==> config.mk <==
export PLATFORM = sky130hd
export DESIGN_NAME = stm_frame_builder
export DESIGN_NICKNAME = d
export VERILOG_FILES = /design/src/rtl/stm_frame_builder_pkg.sv /design/src/rtl/stm_soh_gen.sv /design/src/rtl/stm_frame_builder.sv
export SDC_FILE = /design/constraint.sdc
export NUM_CORES = 1
export LEC_CHECK = 0
export CAP_MARGIN = 25
export CORE_MARGIN = 5
export CORE_UTILIZATION = 40
export CTS_CLUSTER_DIAMETER = 50
export DETAILED_ROUTE_END_ITERATION = 12
export GPL_ROUTABILITY_DRIVEN = 0
export PLACE_DENSITY = 0.65
export SKIP_CTS_REPAIR_TIMING = 1
export SYNTH_ARGS = -nofsm -noshare
export SYNTH_HDL_FRONTEND = slang
export SYNTH_SLANG_ARGS = --single-unit
==> constraint.sdc <==
create_clock -name clk -period 2.5 [get_ports clk]
set_clock_uncertainty 0.2 [all_clocks]
set_input_delay 0.625 -clock clk [delete_from_list [all_inputs] [get_ports clk]]
set_output_delay 0.625 -clock clk [all_outputs]
set_load 0.01 [all_outputs]
==> src/rtl/stm_frame_builder_pkg.sv <==
// Shared STM-N framing constants, overhead byte values and types.
package stm_frame_builder_pkg;

  typedef logic [7:0] byte_t;

  typedef enum logic {
    ST_IDLE = 1'b0,
    ST_RUN  = 1'b1
  } state_e;

  localparam int STM1_ROW_LEN = 270;
  localparam int STM_ROWS     = 9;
  localparam int VC4_LEN      = 261;
  localparam int C4_LEN       = 260;
  localparam int OH_COLS      = 9;
  localparam int MAX_PTR      = 782;

  localparam byte_t A1_BYTE    = 8'hF6;
  localparam byte_t A2_BYTE    = 8'h28;
  localparam byte_t J0_BYTE    = 8'h01;
  localparam byte_t Y_BYTE     = 8'h9B;
  localparam byte_t ONES_BYTE  = 8'hFF;
  localparam byte_t CC_H1_BYTE = 8'h93;
  localparam byte_t CC_H2_BYTE = 8'hFF;

  // H1 = NDF '0110' + SS '10' + pointer bits 9:8
  localparam logic [5:0] H1_PREFIX = 6'b0110_10;

  function automatic bit stm_n_legal(input int n);
    return (n == 1) || (n == 4) || (n == 16);
  endfunction

endpackage

==> src/rtl/stm_soh_gen.sv <==
// Combinational section-overhead / AU-4 pointer byte for one overhead slot.
module stm_soh_gen
  import stm_frame_builder_pkg::*;
(
  input  logic [3:0] row,
  input  logic [3:0] b,
  input  logic [3:0] t,
  input  logic [9:0] ptr,
  output byte_t      soh_byte
);

  logic trib0;

  assign trib0 = (t == 4'd0);

  always_comb begin
    soh_byte = 8'h00;
    case (row)
      4'd0: begin
        case (b)
          4'd0, 4'd1, 4'd2: soh_byte = A1_BYTE;
          4'd3, 4'd4, 4'd5: soh_byte = A2_BYTE;
          4'd6:             soh_byte = trib0 ? J0_BYTE : 8'h00;
          default:          soh_byte = 8'h00;
        endcase
      end
      4'd3: begin
        // Only tributary 0 carries the real pointer; the rest signal concatenation.
        case (b)
          4'd0:       soh_byte = trib0 ? {H1_PREFIX, ptr[9:8]} : CC_H1_BYTE;
          4'd1, 4'd2: soh_byte = Y_BYTE;
          4'd3:       soh_byte = trib0 ? ptr[7:0] : CC_H2_BYTE;
          4'd4, 4'd5: soh_byte = ONES_BYTE;
          default:    soh_byte = 8'h00;
        endcase
      end
      default: soh_byte = 8'h00;
    endcase
  end

endmodule

==> src/rtl/stm_frame_builder.sv <==
// Byte-serial STM-N frame builder: row/column sequencing, overhead insertion,
// payload handshake with zero-fill on underrun, pointer validation.
module stm_frame_builder
  import stm_frame_builder_pkg::*;
#(
  parameter int STM_N  = 1,
  parameter int UCNT_W = 16
) (
  input  logic              clk,
  input  logic              rst,
  input  logic              en,
  input  logic [9:0]        au_ptr,
  input  byte_t             pl_data,
  input  logic              pl_valid,
  output logic              pl_ready,
  output byte_t             out_data,
  output logic              out_valid,
  output logic              out_sof,
  output logic              out_sor,
  output logic              underrun,
  output logic [UCNT_W-1:0] underrun_cnt,
  output logic              ptr_err
);

  localparam int ROW_LEN = STM1_ROW_LEN * STM_N;
  localparam int COL_W   = $clog2(ROW_LEN);
  localparam int LOG_N   = $clog2(STM_N);

  localparam logic [COL_W-1:0]  COL_LAST  = COL_W'(ROW_LEN - 1);
  localparam logic [COL_W-1:0]  OH_LIMIT  = COL_W'(OH_COLS * STM_N);
  localparam logic [COL_W-1:0]  COL_ONE   = COL_W'(1);
  localparam logic [3:0]        ROW_LAST  = 4'(STM_ROWS - 1);
  localparam logic [3:0]        TRIB_MASK = 4'(STM_N - 1);
  localparam logic [9:0]        PTR_LIMIT = 10'(MAX_PTR);
  localparam logic [UCNT_W-1:0] UCNT_MAX  = {UCNT_W{1'b1}};
  localparam logic [UCNT_W-1:0] UCNT_ONE  = UCNT_W'(1);

  if (!stm_n_legal(STM_N)) begin : g_bad_stm_n
    $error("stm_frame_builder: STM_N must be 1, 4 or 16");
  end

  state_e             state_q, state_d;
  logic [3:0]         row_q, row_d;
  logic [COL_W-1:0]   col_q, col_d;
  logic [9:0]         ptr_q, ptr_d;
  logic               ptr_err_q, ptr_err_d;
  logic [UCNT_W-1:0]  ucnt_q, ucnt_d;
  byte_t              out_data_q, out_data_d;
  logic               out_valid_q, out_valid_d;
  logic               out_sof_q, out_sof_d;
  logic               out_sor_q, out_sor_d;
  logic               underrun_q, underrun_d;

  logic               in_oh;
  logic               frame_start;
  logic [3:0]         oh_b;
  logic [3:0]         oh_t;
  byte_t              soh_byte;

  // N is a power of two, so byte index / tributary are a shift and a mask.
  assign oh_b        = 4'(col_q >> LOG_N);
  assign oh_t        = col_q[3:0] & TRIB_MASK;
  assign in_oh       = (col_q < OH_LIMIT);
  assign frame_start = (state_q == ST_RUN) && (row_q == 4'd0) && (col_q == '0);
  assign pl_ready    = (state_q == ST_RUN) && !in_oh;

  stm_soh_gen u_soh_gen (
    .row      (row_q),
    .b        (oh_b),
    .t        (oh_t),
    .ptr      (ptr_q),
    .soh_byte (soh_byte)
  );

  always_comb begin
    state_d     = state_q;
    row_d       = row_q;
    col_d       = col_q;
    ptr_d       = ptr_q;
    ptr_err_d   = ptr_err_q;
    ucnt_d      = ucnt_q;
    out_data_d  = 8'h00;
    out_valid_d = 1'b0;
    out_sof_d   = 1'b0;
    out_sor_d   = 1'b0;
    underrun_d  = 1'b0;

    case (state_q)
      ST_IDLE: begin
        row_d = '0;
        col_d = '0;
        if (en) state_d = ST_RUN;
      end

      ST_RUN: begin
        out_valid_d = 1'b1;
        out_sof_d   = frame_start;
        out_sor_d   = (col_q == '0);

        if (frame_start) begin
          if (au_ptr <= PTR_LIMIT) begin
            ptr_d     = au_ptr;
            ptr_err_d = 1'b0;
          end else begin
            ptr_err_d = 1'b1;
          end
        end

        if (in_oh) begin
          out_data_d = soh_byte;
        end else if (pl_valid) begin
          out_data_d = pl_data;
        end else begin
          underrun_d = 1'b1;
          if (ucnt_q != UCNT_MAX) ucnt_d = ucnt_q + UCNT_ONE;
        end

        // en only matters on the last byte of the frame.
        if (col_q == COL_LAST) begin
          col_d = '0;
          if (row_q == ROW_LAST) begin
            row_d = '0;
            if (!en) state_d = ST_IDLE;
          end else begin
            row_d = row_q + 4'd1;
          end
        end else begin
          col_d = col_q + COL_ONE;
        end
      end

      default: state_d = ST_IDLE;
    endcase
  end

  always_ff @(posedge clk) begin
    if (rst) begin
      state_q     <= ST_IDLE;
      row_q       <= '0;
      col_q       <= '0;
      ptr_q       <= '0;
      ptr_err_q   <= 1'b0;
      ucnt_q      <= '0;
      out_data_q  <= 8'h00;
      out_valid_q <= 1'b0;
      out_sof_q   <= 1'b0;
      out_sor_q   <= 1'b0;
      underrun_q  <= 1'b0;
    end else begin
      state_q     <= state_d;
      row_q       <= row_d;
      col_q       <= col_d;
      ptr_q       <= ptr_d;
      ptr_err_q   <= ptr_err_d;
      ucnt_q      <= ucnt_d;
      out_data_q  <= out_data_d;
      out_valid_q <= out_valid_d;
      out_sof_q   <= out_sof_d;
      out_sor_q   <= out_sor_d;
      underrun_q  <= underrun_d;
    end
  end

  assign out_data     = out_data_q;
  assign out_valid    = out_valid_q;
  assign out_sof      = out_sof_q;
  assign out_sor      = out_sor_q;
  assign underrun     = underrun_q;
  assign underrun_cnt = ucnt_q;
  assign ptr_err      = ptr_err_q;

endmodule

# Word-level counts from Yosys, hierarchy flattened
# Index checks and enable logic that the tools add are counted.
[classes]
addsub = 3
magnitude_cmp = 2
n_eq_ne = 11
muxes = 17
bitwise = 3
n_reduce_logical = 16
[op_table]
columns = ["cell", "count"]
rows = [
  ["one-hot mux 8 bit (4 select lines)", 1],
  ["one-hot mux 8 bit (3 select lines)", 1],
  ["one-hot mux 9 bit (2 select lines)", 1],
  ["adder 16 x 1 -> 16 bit, second input constant", 1],
  ["two-way mux 8 bit", 2],
  ["!= test 16 bit, second input constant", 1],
  ["one-hot mux 8 bit (2 select lines)", 1],
  ["equality test 4 x 2 -> 1 bit, second input constant", 3],
  ["equality test 4 x 3 -> 1 bit, second input constant", 3],
  ["<= comparator 10 bit, second input constant", 1],
  ["adder 9 x 1 -> 9 bit, second input constant", 1],
  ["equality test 9 bit, second input constant", 1],
  ["logical NOT 9 bit", 1],
  ["less-than comparator 9 x 4 -> 1 bit, second input constant", 1],
  ["two-way mux 9 bit", 1],
  ["OR reduction 3 bit", 3],
  ["logical NOT 4 bit", 2],
  ["two-way mux 4 bit", 2],
  ["one-hot mux 4 bit (2 select lines)", 1],
  ["two-way mux 1 bit", 6],
  ["OR reduction 2 bit", 3],
  ["adder 4 x 1 -> 4 bit, second input constant", 1],
  ["equality test 4 x 1 -> 1 bit, second input constant", 1],
  ["equality test 4 bit, second input constant", 1],
  ["8 further kinds", 12],
]
[word_totals]
ff_bits = 53
input_bits = 22
output_inout_bits = 30
wordCells = 63

# Longest topological paths before layout
# Gate-level depths: netlist of run 1.
[logic_depth]
word_depth = 5
depth_mapped = 7

# By module
# A second synthesis of run 1 with hierarchy kept.
[unflattened]
hier_cells = 338
area_unflattened_um2 = 2840.2
[modules_own_cells]
columns = ["module", "instances", "cells_per_inst", "area_each_um2", "seq_area_each_um2"]
rows = [
  ["stm_frame_builder", 1, 275, 2424.8, 1061.0],
  ["stm_soh_gen", 1, 63, 415.4, 0.0],
]

# Least setup slack after synthesis of run 1
# OpenSTA, ideal clock, no wires.
[synth_path]
kind = "register -> output"
start = "register col_q[7]"
end = "output port pl_ready"
t_arrival_ps = 1477
slack_ps = 198
path_stages_with_launch = 4
path_buffers = 0
cell_sequence = "dfxtp_1 or4_4 or3_4 and2_1"
[synth_via]
elab_chain_cells = 3
[synth_lines]
columns = ["element", "line_no", "source"]
rows = [
  ["start: declaration", "stm_frame_builder.sv:44", "logic [COL_W-1:0] col_q, col_d;"],
  ["start signal: assignment", "stm_frame_builder.sv:152", "col_q <= col_d;"],
  ["less-than comparator 9 x 4 -> 1 bit", "stm_frame_builder.sv:63", "assign in_oh = (col_q < OH_LIMIT);"],
  ["logical NOT 1 bit", "stm_frame_builder.sv:65", "assign pl_ready = (state_q == ST_RUN) && !in_oh;"],
  ["logical AND 1 bit", "stm_frame_builder.sv:65", ""],
  ["end: declaration", "stm_frame_builder.sv:15", "output logic pl_ready,"],
]
# No other way between the ends.

# Worst setup path after layout of run 1
# Ends and elaborated chain as after synthesis.

==> flow_summary.yaml, run 1 <==
status:
  status: "complete, but fails checks"
  violations: "negative setup slack"
global_route:
  track_usage_pct: 16.92
  grt_max_degree: 28
  grt-ovfl-total: 0
  grt_pass1_vias: 2500
  use_met1_pct: 23.28
  grt_pass1_wl_um: 11850
  antenna_found_initial: 0
  top_usage_layer: "met2"
  grt_use_met2_pct: 26.59
  met3_usage_pct: 3.331
synthesis:
  yosysMostFrequentCell: "dfxtp_1"
  synthCells: 315
  syn_avg_cell_area_um2: 8.671
  ys.flop_type: "dfxtp_1"
  synth_edf_count: 0
  synth_common_cells: "dfxtp_1, a21oi_1, nand2_1, nand4_1, o31ai_1"
  synth_seq_cells: 53
  async_flop_share_pct: 0
  synth_area_mm2: 0.002731
  ys_warn_count: 0
  ys_top_cells_by_area: "dfxtp_1, a21oi_1, o31ai_1, nand4_1, ha_1"
  synth_area_leader_cell: "dfxtp_1"
  synth_nets: 344
  yosys.cell_types.count: 54
  ys_seq_area_share_pct: 38.85
  netlist.area_leader.share_pct: 38.85
setup_path:
  start_kind: "register"
  cp.depth: 4
  r2r_end: "underrun_cnt[7]$_SDFFE_PP0P_"
  path_class: "register to output pin"
  crit_start: "col_q[7]$_SDFF_PP0_"
  reg2reg_from: "col_q[7]$_SDFF_PP0_"
  slowest_stage: "or4_4"
  cp_cell_sequence: "or4_4 > or3_4 > and2_4 > buf_6"
  cpPeakStageDelay_ns: 0.52
  ff2ff_path_depth: 6
  crit_required_ns: 1.67
  cp_top_family: "simple AND/OR/NAND/NOR gates"
  path_buf_inv: 1
  critPathMaxFanout: 2
  endpoint_kind: "output pin"
  ff2ff_setup_slack_ns: 0.13
  arrival_ns: 1.77
sta:
  tightest_slew_ns: 0.6627
  slew_viol_final: 0
  max-slew-margin-rel_pct: 55.72
  rsz0062_at_grt: "true"
  finalSetupViolations: 1
  hold_viol: 0
  period_minus_slack_ns: 2.593
  fin_worst_hold_slack_ns: 0.2770
  timing.final.ws_setup_ns: -0.09288
  max_clock_freq_mhz: 385.7
  finalCritPeriodShare_pct: 103.7
finish:
  diodes: 0
  drive_gt1_share_pct: 13.61
  multi_input_area_mm2: 0.001533
  area_delta_synth_final_pct: 30.55
  regArea_mm2: 0.001062
  final_cells: 462
  nets: 410
  fin_util_pct: 53.07
  fill_cells: 606
route:
  wl_per_cell_um: 15.17
  via_per_inst: 5.716
  drt_pass1_iterations: 4
  ant_nets: 0
  drc: 0
  routed_wirelength_um: 7007
  dr_total_vias: 2641
  first_iter_violations: 186
floorplan:
  fp.dieW_um: 92.64
  die_h_um: 92.64
  fp.dieArea_mm2: 0.008581
  core_area_mm2: 0.006719
  rows: 30
  initial_utilization_pct: 40.65
  io_pins: 52
placement:
  port_buffers: 51
  post-dp-hpwl_um: 5206
  place_inst: 453
cts:
  cts_max_level: 2
  clk_latency_ns: 0.31
  clk_path_buf_depth: 2
  numCtsBuffers: 5
  clkTransAtPathRegs_ns: 0.09
  root_buffer: "clkbuf_8"
  cts_sinks: 53
  cts_tree: "yes"
hold_path:
  min_from: "ptr_q[0]$_SDFFE_PP0P_"
  hold_depth: 2
  worstHoldEndpoint: "ptr_q[0]$_SDFFE_PP0P_"
  min_path_type: "register to register"
power:
  power_w: 0.001622
  p_leak_nw: 1.288
  power_density_mw_per_mm2: 454.8
  max-vdd-ir-drop_mv: 0.2185
job:
  cap_violations: 0
## registers in the layout, indices dropped and copies added, names as in the netlist
name          flops
underrun          1
col_q             9
out_sof           1
out_valid         1
row_q             4
underrun_cnt     16
ptr_err           1
state_q           1
out_sor           1
ptr_q            10
out_data          8
## where the power goes
group	total [W]	internal [W]	switching (W)	leakage [nW]
sequential	0.000876	0.000865	0.0000111	0.431
clock	0.000585	0.000301	0.000284	0.0554
combinational	0.000160	0.0000787	0.0000811	0.802
## cell families after synthesis
logic type      Yosys count  synth area share, %
fa+ha+maj                 7                3.206
compound gates           95                23.00
flops                    53                38.85
mux                       3                1.466
simple gates            119                25.93
buf+inv                  31                5.313
xor+xnor                  7                2.245
## worst reg2reg max path: cells and delay by family, from the launching register on
kind | cells | cell delay (ns)
buffers and inverters | 2 | 0.46
AO/OA/AOI/OAI | 3 | 0.78
flip-flops | 1 | 0.33
AND/OR/NAND/NOR | 1 | 0.52
## placed cells by master (no fill, tap or decap), types with 2 or more instances in the layout
master	n
clkdlybuf4s50_1	50
nor2b_1	2
nor3_1	5
inv_1	12
and2_1	2
nand4_1	18
dfxtp_1	52
mux2_4	2
and4_1	3
o221a_2	2
a21oi_1	40
or3_1	3
o21ai_0	9
o311ai_0	2
a211oi_1	7
or4_1	10
o31ai_1	18
a22oi_1	2
clkbuf_8	5
xnor2_1	4
nor2_1	13
and3_1	12
xor2_1	3
o41ai_1	2
ha_1	7
nand2_1	18
nand3_1	15
nand3b_1	3
nor4_1	4
a31oi_1	2
buf_4	27
## per-stage QoR
step / cell area (µm²) / TNS (ns) / setup WS (ns)
6_report: 3566 / -0.09288 / -0.09288
5_1_grt: 3566 / -0.1325 / -0.1325
4_1_cts: 3548 / -0.4960 / -0.4960
3_5_place_dp: 3437 / -0.2155 / -0.1487
3_3_place_gp: 3437 / -0.1411 / -0.1370
2_1_floorplan: 2731 / 0 / 0.1983
## layout make-up
| class | count | share of cell area, % |
|---|---|---|
| Clock buffer | 6 | 2.035 |
| Clock inverter | 2 | 1.088 |
| Inverter | 12 | 1.263 |
| Multi-Input combinational cell | 231 | 42.98 |
| Sequential cell | 53 | 29.79 |
| Tap cell | 80 | 2.807 |
| Timing Repair Buffer | 78 | 20.04 |
## worst max-delay path by stage
stage                to  slack, ns
2_1_floorplan  pl_ready       0.20
3_3_place_gp   pl_ready      -0.14
3_5_place_dp   pl_ready      -0.15
4_1_cts        pl_ready      -0.50
5_1_grt        pl_ready      -0.13
6_report       pl_ready      -0.09
## metal layers
| layer | up-vias | part of all wire, % |
|---|---|---|
| met5 | - | 0 |
| met4 | 0 | 1.2 |
| met3 | 5 | 6.1 |
| met2 | 67 | 44 |
| met1 | 1234 | 48 |
| li1 | 1335 | - |
Power figures use the tool's default switching activity.
==> run 2, diff against run 1 <==
==> constraint.sdc (replaced) <==
create_clock -name clk -period 3.2 [get_ports clk]
set_clock_uncertainty 0.2 [all_clocks]
set_input_delay 0.8 -clock clk [delete_from_list [all_inputs] [get_ports clk]]
set_output_delay 0.8 -clock clk [all_outputs]
set_load 0.01 [all_outputs]
==> run 2 against run 1 <==
  * The run now ends clean
  * Critical path depth did not move
  * Cell area fell by 3.9%
  * Hold slack got worse by 0.0011 ns
  * Setup slack improved by 0.34 ns
  * Critical path type unchanged
  * Critical endpoint unchanged
  * Largest power group unchanged
==> flow_summary.yaml, run 2 (synthesis gave the netlist of run 1 again) <==
cts:
  clk_latency_ns: 0.30
  clkTransAtPathRegs_ns: 0.10
  cts_max_level: 2
  numCtsBuffers: 5
  cts_tree: "yes"
  clk_path_buf_depth: 2
  cts_sinks: 53
  root_buffer: "clkbuf_8"
sta:
  timing.final.ws_setup_ns: 0.2508
  max_clock_freq_mhz: 339.1
  finalSetupTns_ns: 0
  finalCritPeriodShare_pct: 92.16
  hold_viol: 0
  period_minus_slack_ns: 2.949
  rsz0062_at_grt: "false"
  tightest_slew_ns: 0.8007
  finalSetupViolations: 0
  slew_viol_final: 0
  max-slew-margin-rel_pct: 46.49
route:
  via_per_inst: 5.831
  drt_pass1_iterations: 4
  first_iter_violations: 203
  ant_nets: 0
  routed_wirelength_um: 7050
  wl_per_cell_um: 15.88
  drc: 0
  dr_total_vias: 2589
finish:
  final_cells: 444
  regArea_mm2: 0.001061
  fill_cells: 636
  drive_gt1_share_pct: 8.516
  nets: 392
  largest_reg_flops: 16
  layout_commonest_cell: "dfxtp_1"
  area_delta_synth_final_pct: 25.47
  diodes: 0
  fin_util_pct: 51.01
  layout_common_cells: "dfxtp_1, clkdlybuf4s50_1, a21oi_1"
  multi_input_area_mm2: 0.001525
placement:
  post-dp-hpwl_um: 5076
  place_inst: 436
  port_buffers: 51
  pre_cts_ws_ns: 0.2326
global_route:
  grt_pass1_vias: 2380
  grt_pass1_wl_um: 11740
  antenna_found_initial: 0
  grt-ovfl-total: 0
  grt_max_degree: 28
  track_usage_pct: 16.50
power:
  max-vdd-ir-drop_mv: 0.1852
  power_density_mw_per_mm2: 371.6
  p_leak_nw: 1.209
floorplan:
  initial_utilization_pct: 40.65
  fp.dieW_um: 92.64
  fp.dieArea_mm2: 0.008581
  io_pins: 52
  die_h_um: 92.64
  core_area_mm2: 0.006719
  rows: 30
setup_path:
  start_kind: "register"
  path_class: "register to output pin"
  endpoint_kind: "output pin"
  critPathMaxFanout: 5
  crit_required_ns: 2.20
  arrival_ns: 1.95
status:
  status: "complete, no violations"
job:
  cap_violations: 0
hold_path:
  min_path_type: "register to register"
[run 2: cell count changes in the layout (fill, tap and decap cells not counted), sizes merged]
cell / delta
buf: -19
clkbuf: -1
clkinvlp: +1
dlymetal6s2s: +1
[run 2: power breakdown]
part | total (W) | leakage, nW | internal (W) | switching [W]
sequential | 0.000685 | 0.430 | 0.000676 | 0.00000861
combinational | 0.000125 | 0.725 | 0.0000605 | 0.0000642
clock | 0.000464 | 0.0543 | 0.000235 | 0.000229
total | 0.00127 | 1.21 | 0.000971 | 0.000302
[run 2: critical path, cell delays in order, from the launching register on]
cell	delay, ns
dfxtp_1	0.36
or4_4	0.58
or3_4	0.38
and2_1	0.17
dlymetal6s2s_1	0.16
[run 2: layout make-up]
type / instances / area share (%)
flip-flops and latches: 53 / 30.96
repair buffers: 60 / 16.94
multi-input cells: 231 / 44.51
inverters: 12 / 1.314
well taps: 80 / 2.921
clock buffers: 5 / 2.008
clock inverters: 3 / 1.351
[run 2: worst paths after layout]
check | start | endpoint | slack [ns] | cells after the start
min reg2reg | ptr_q[0]$_SDFFE_PP0P_ | ptr_q[0]$_SDFFE_PP0P_ | 0.28 | 2
max reg2reg | col_q[7]$_SDFF_PP0_ | underrun_cnt[13]$_SDFFE_PP0P_ | 0.74 | 4
min | ptr_q[0]$_SDFFE_PP0P_ | ptr_q[0]$_SDFFE_PP0P_ | 0.28 | 2
max | col_q[7]$_SDFF_PP0_ | pl_ready | 0.25 | 4
[run 2: metrics by stage]
step	hold slack (ns)	power, W	instance area [µm²]
3_5_place_dp	0.2608	0.0008235	3309
2_1_floorplan	0.2438	0.0007589	2731
6_report	0.2758	0.001273	3427
4_1_cts	0.2756	0.001284	3425
3_3_place_gp	0.2561	0.0008221	3309
5_1_grt	0.2985	0.001317	3427
[run 2: routing by layer]
metal / track usage [%] / part of all wire, % / wire [µm] / vias to the layer above
met2: 25.68 / 44 / 3108 / 70
li1: - / - / - / 1298
met3: 2.518 / 5.2 / 367 / 7
met5: 0 / 0 / 0 / -
met1: 23.70 / 50 / 3503 / 1214
met4: 4.518 / 1.0 / 71 / 0
==> run 3, diff against run 2 <==
--- a/config.mk
+++ b/config.mk
@@ -11,7 +11,6 @@
 export CTS_CLUSTER_DIAMETER = 50
 export DETAILED_ROUTE_END_ITERATION = 12
 export GPL_ROUTABILITY_DRIVEN = 0
-export PLACE_DENSITY = 0.65
 export SKIP_CTS_REPAIR_TIMING = 1
 export SYNTH_ARGS = -nofsm -noshare
 export SYNTH_HDL_FRONTEND = slang
==> run 3 against run 2 <==
  * Highest routed layer unchanged
  * Maximum frequency shrank 1.4%
  * Clock power is essentially flat
  * Register-to-register slack gained 0.04 ns
  * Largest cell class unchanged
  * Critical endpoint unchanged
  * Sequential cell count is the same
==> flow_summary.yaml, run 3 (synthesis gave the netlist of run 1 again) <==
global_route:
  antenna_found_initial: 0
  grt_max_degree: 30
  grt-ovfl-total: 0
  track_usage_pct: 16.25
  grt_pass1_wl_um: 11410
  grt_pass1_vias: 2319
sta:
  max-slew-margin-rel_pct: 54.30
  hold_viol: 0
  period_minus_slack_ns: 2.992
  finalCritPeriodShare_pct: 93.50
  rsz0062_at_grt: "false"
  finalSetupViolations: 0
  slew_viol_final: 0
  tightest_slew_ns: 0.6792
  fin_worst_hold_slack_ns: 0.2741
  max_clock_freq_mhz: 334.2
setup_path:
  path_buf_inv: 1
  r2r_end: "out_data[7]$_SDFF_PP0_"
  ff2ff_path_depth: 5
  cp.depth: 4
  cp_top_family: "simple AND/OR/NAND/NOR gates"
  reg2reg_from: "col_q[0]$_SDFF_PP0_"
  endpoint_kind: "output pin"
  cp_cell_sequence: "or4_4 > or3_4 > and2_1 > dlymetal6s2s_1"
  crit_required_ns: 2.20
  cpPeakStageDelay_ns: 0.58
  ff2ff_setup_slack_ns: 0.78
  endpoint: "pl_ready"
  arrival_ns: 1.99
  path_class: "register to output pin"
  start_kind: "register"
  crit_start: "col_q[7]$_SDFF_PP0_"
  critPathMaxFanout: 5
  slowest_stage: "or4_4"
route:
  dr_total_vias: 2583
  routed_wirelength_um: 7008
  first_iter_violations: 109
  ant_nets: 0
  wl_per_cell_um: 15.86
  via_per_inst: 5.844
  drc: 0
  drt_pass1_iterations: 6
finish:
  layout_commonest_cell: "dfxtp_1"
  nets: 390
  fill_cells: 625
  fin_util_pct: 50.91
  layout_common_cells: "dfxtp_1, clkdlybuf4s50_1, a21oi_1"
  largest_reg_flops: 16
  drive_gt1_share_pct: 7.735
  area_delta_synth_final_pct: 25.24
  diodes: 0
cts:
  numCtsBuffers: 5
  root_buffer: "clkbuf_8"
  clk_latency_ns: 0.30
  clkTransAtPathRegs_ns: 0.09
  cts_tree: "yes"
  cts_sinks: 53
  clk_path_buf_depth: 2
  cts_max_level: 2
floorplan:
  fp.dieW_um: 92.64
  die_h_um: 92.64
  core_area_mm2: 0.006719
  fp.dieArea_mm2: 0.008581
  io_pins: 52
  initial_utilization_pct: 40.65
  rows: 30
hold_path:
  min_path_type: "register to register"
power:
  power_density_mw_per_mm2: 371.9
  p_leak_nw: 1.207
  max-vdd-ir-drop_mv: 0.1678
placement:
  port_buffers: 51
  post-dp-hpwl_um: 5039
status:
  status: "complete, no violations"
job:
  cap_violations: 0
[run 3: cell types whose count changed in the layout (fill, tap and decap cells not counted)]
cell / delta
buf_4: -3
buf_8: +1
clkbuf_1: +1
clkbuf_8: +1
clkinv_4: -1
clkinvlp_4: -1
[run 3: stage by stage]
stage | power (W) | setup slack, ns | std cells | setup TNS [ns] | cell area [µm²]
floorplan | 0.0007589 | 0.7233 | 315 | 0 | 2731
global placement | 0.0008200 | 0.2374 | 433 | 0 | 3287
detailed placement | 0.0008209 | 0.2211 | 433 | 0 | 3287
CTS | 0.001289 | -0.1120 | 441 | -0.1120 | 3403
global route | 0.001329 | 0.1478 | 442 | 0 | 3421
finish | 0.001272 | 0.2080 | 442 | 0 | 3421
[run 3: worst min path at each step]
stage                                from  slack, ns                     to  cells after the start
global placement    ptr_q[1]$_SDFFE_PP0P_       0.26  ptr_q[1]$_SDFFE_PP0P_                      2
detailed placement  ptr_q[1]$_SDFFE_PP0P_       0.26  ptr_q[1]$_SDFFE_PP0P_                      2
floorplan           ptr_q[4]$_SDFFE_PP0P_       0.24  ptr_q[4]$_SDFFE_PP0P_                      2
CTS                 ptr_q[1]$_SDFFE_PP0P_       0.27  ptr_q[1]$_SDFFE_PP0P_                      2
global route        ptr_q[0]$_SDFFE_PP0P_       0.31  ptr_q[0]$_SDFFE_PP0P_                      2
finish              ptr_q[7]$_SDFFE_PP0P_       0.27  ptr_q[7]$_SDFFE_PP0P_                      2
[run 3: layer usage]
layer	GRT usage, %	share of wire, %	up-vias
li1	-	-	1297
met1	22.44	49	1203
met2	25.86	44	77
met3	3.493	5.7	6
met4	4.029	0.90	0
met5	0	0	-
[run 3: layout make-up]
type / count / area (µm²) / share of cell area, %
repair buffers: 58 / 573.1 / 16.75
multi-input cells: 231 / 1525 / 44.59
clock buffers: 7 / 86.33 / 2.524
clock inverters: 1 / 30.03 / 0.8778
inverters: 12 / 45.04 / 1.317
well taps: 80 / 100.1 / 2.926
flip-flops and latches: 53 / 1061 / 31.02
[run 3: worst reg2reg max path, stage by stage, from the launching register on]
cell      delay (ns)
dfxtp_1         0.48
ha_1            0.47
o21bai_1        0.14
a211oi_1        0.50
o21ai_0         0.27
a211oi_1        0.29
[run 3: power by group]
part	internal (W)	leakage, nW	switching [W]
clock network	0.000255	0.0585	0.000211
logic	0.0000585	0.718	0.0000606
registers	0.000676	0.430	0.0000106
total	0.000990	1.21	0.000282
==> variant: new RTL, config.mk and constraints of run 1 <==
Make the reset (`rst`) asynchronous in one clocked block.
--- a/src/rtl/stm_frame_builder.sv
+++ b/src/rtl/stm_frame_builder.sv
@@ -135,3 +135,3 @@
 
-  always_ff @(posedge clk) begin
+  always_ff @(posedge clk or posedge rst) begin
     if (rst) begin
Function: differs if rst is asserted again (counterexample within 4 cycles, from zero or initial values and one cycle with rst high); with rst held inactive, the same outputs for 10 cycles.
==> variant against run 1 <==
Via count is 19% lower; final area shrank 0.74%; die area decreased by 1.2%; synthesized area shrank 1.4%; sequential cell count did not move; routed wire length shrank 13%; worst setup slack improved by 0.19 ns; critical endpoint unchanged; largest cell class is now sequential cells; highest routed layer unchanged.
Power is not compared: it rests on default switching activity, and its combinational part moved more than twofold at a synthesized area within 25%.
==> variant: results (changes against run 1) <==
Setup path
  – Worst r2r dst: ptr_q[5] (was underrun_cnt[7])
  – Setup Crit Path Kind: flop to primary output (unchanged)
  – Crit path largest cell delay: 0.56 ns (was 0.52 ns)
  – CP arrival: 1.58 ns (was 1.77 ns)
  – CP max stage cell: or4_4 (unchanged)
  – CP endpoint: pl_ready (unchanged)
  – Crit Path Max Fanout: 2 (unchanged)
  – Worst reg2reg setup slack: 0.10 ns (was 0.13 ns)
  – Worst r2r src: col_q[4] (was col_q[7])
  – R2R cell count: 6 (unchanged)

Global routing
  – Largest net degree at the start of global routing: 35 (was 28)
  – Vias in the first global route: 2123 (was 2500)
  – Global-route wire length before repair: 10400 um (was 11900 um)
  – Overall Global Routing Usage: 0.150 (was 0.169)
  – Initial antenna violation count: 0 (unchanged)

Timing
  – Final Critical Period: 2.41 ns (was 2.59 ns)
  – Slew headroom: 0.705 (was 0.557)

Placement
  – DP HPWL: 4710 um (was 5210 um)
  – Pre-CTS WS: -0.0433 ns (was -0.149 ns)
  – Placed Cells: 398 (was 453)
  – Placed instance area: 3440 um^2 (about the same)

Synthesis
  – Post-synthesis net count: 282 (was 344)
  – Ys async rst share: 1.00 (was 0)
  – Top cells by area in the synthesized netlist: dfrtp_1, xor2_1, mux2_1 (was dfxtp_1, a21oi_1, o31ai_1)
  – Primary FF master, synth: dfrtp_1 (was dfxtp_1)
  – Top post-synthesis cells by count: dfrtp_1, xor2_1, a21oi_1 (was dfxtp_1, a21oi_1, nand2_1, nand4_1, o31ai_1)
  – Netlist cell types: 53 (was 54)
  – Synthesized netlist cell count: 253 (was 315)
  – Sequential share of the synthesized area: 0.492 (was 0.388)

Clock tree
  – Clk root buf: clkbuf_8 (unchanged)
  – Worst-case clock buffer depth: 2 (unchanged)
  – TritonCTS Buffers: 5 (unchanged)

Routing
  – DR vias: 2143 (was 2641)
  – WL per Instance: 15.0 um (was 15.2 um)
  – DR iter-0 viols: 138 (was 186)
  – DRT antenna net count: 0 (unchanged)

Finish
  – Non-Filler Instances: 406 (was 462)
  – Layout cells sized above 1: 0.138 (was 0.136)
  – Nets: 354 (was 410)
  – Ant diodes: 0 (unchanged)
  – Filler cells: 616 (was 606)
  – Max reg flops: 16 (unchanged)

Run
  – Max-cap violation count: 0 (unchanged)

Worst hold path
  – Hold WC Path Type: flop to flop (unchanged)
  – Worst Hold Depth: 1 (was 2)

Power and ir drop
  – LEAKAGE: 1.52 nW

Outcome
  – Status: finished clean (was complete, but fails checks)
[variant: worst min path at each step]
stage | start | to | slack [ns]
after floorplan | state_q | out_valid | 0.23
after global placement | ptr_q[4] | ptr_q[4] | 0.27
after detailed placement | ptr_q[4] | ptr_q[4] | 0.27
after CTS | ptr_q[4] | ptr_q[4] | 0.29
after global routing | ptr_q[7] | ptr_q[7] | 0.32
final | ptr_q[4] | ptr_q[4] | 0.28
[variant: cells by family (layout without fill, tap and decap cells)]
group                      after synthesis  after routing  synth area share
AOI/OAI and AO/OA                       49             49             0.128
xor gates and xnor gates                21             21            0.0683
adders and majority gates                7              7            0.0325
buffers and inverters                   24             97            0.0409
DFF                                     53             53             0.492
muxes                                   11             11            0.0451
and+or+nand+nor                         88             88             0.193
[variant: worst max-delay path, delay by kind of cell, from the launching register on]
family | cells | cell delay (ns)
buffers and inverters | 1 | 0.14
DFF | 1 | 0.38
and+or+nand+nor | 3 | 0.76
[variant: area by class of cell]
| class | count | area, um^2 | area share |
|---|---|---|---|
| Inverter | 13 | 48.8 | 0.0138 |
| Sequential cell | 53 | 1330 | 0.375 |
| Tap cell | 80 | 100 | 0.0283 |
| Clock inverter | 1 | 7.51 | 0.00212 |
| Multi-Input combinational cell | 176 | 1270 | 0.360 |
| Clock buffer | 7 | 76.3 | 0.0216 |
| Timing Repair Buffer | 76 | 706 | 0.199 |
[variant: routing by layer]
metal	track usage	vias to the layer above	routed length (um)
li1	-	1065	-
met1	0.199	1027	2830
met2	0.254	47	2970
met3	0.0246	4	236
met4	0.0396	0	40
met5	0	-	0
[variant: report_power, final]
group / internal (W) / switching [W] / leakage [nW]
sequential: 0.000932 / 0.0000844 / 0.665
clock: 0.000199 / 0.000278 / 0.0385
combinational: 0.000200 / 0.000141 / 0.819
total: 0.00133 / 0.000504 / 1.52
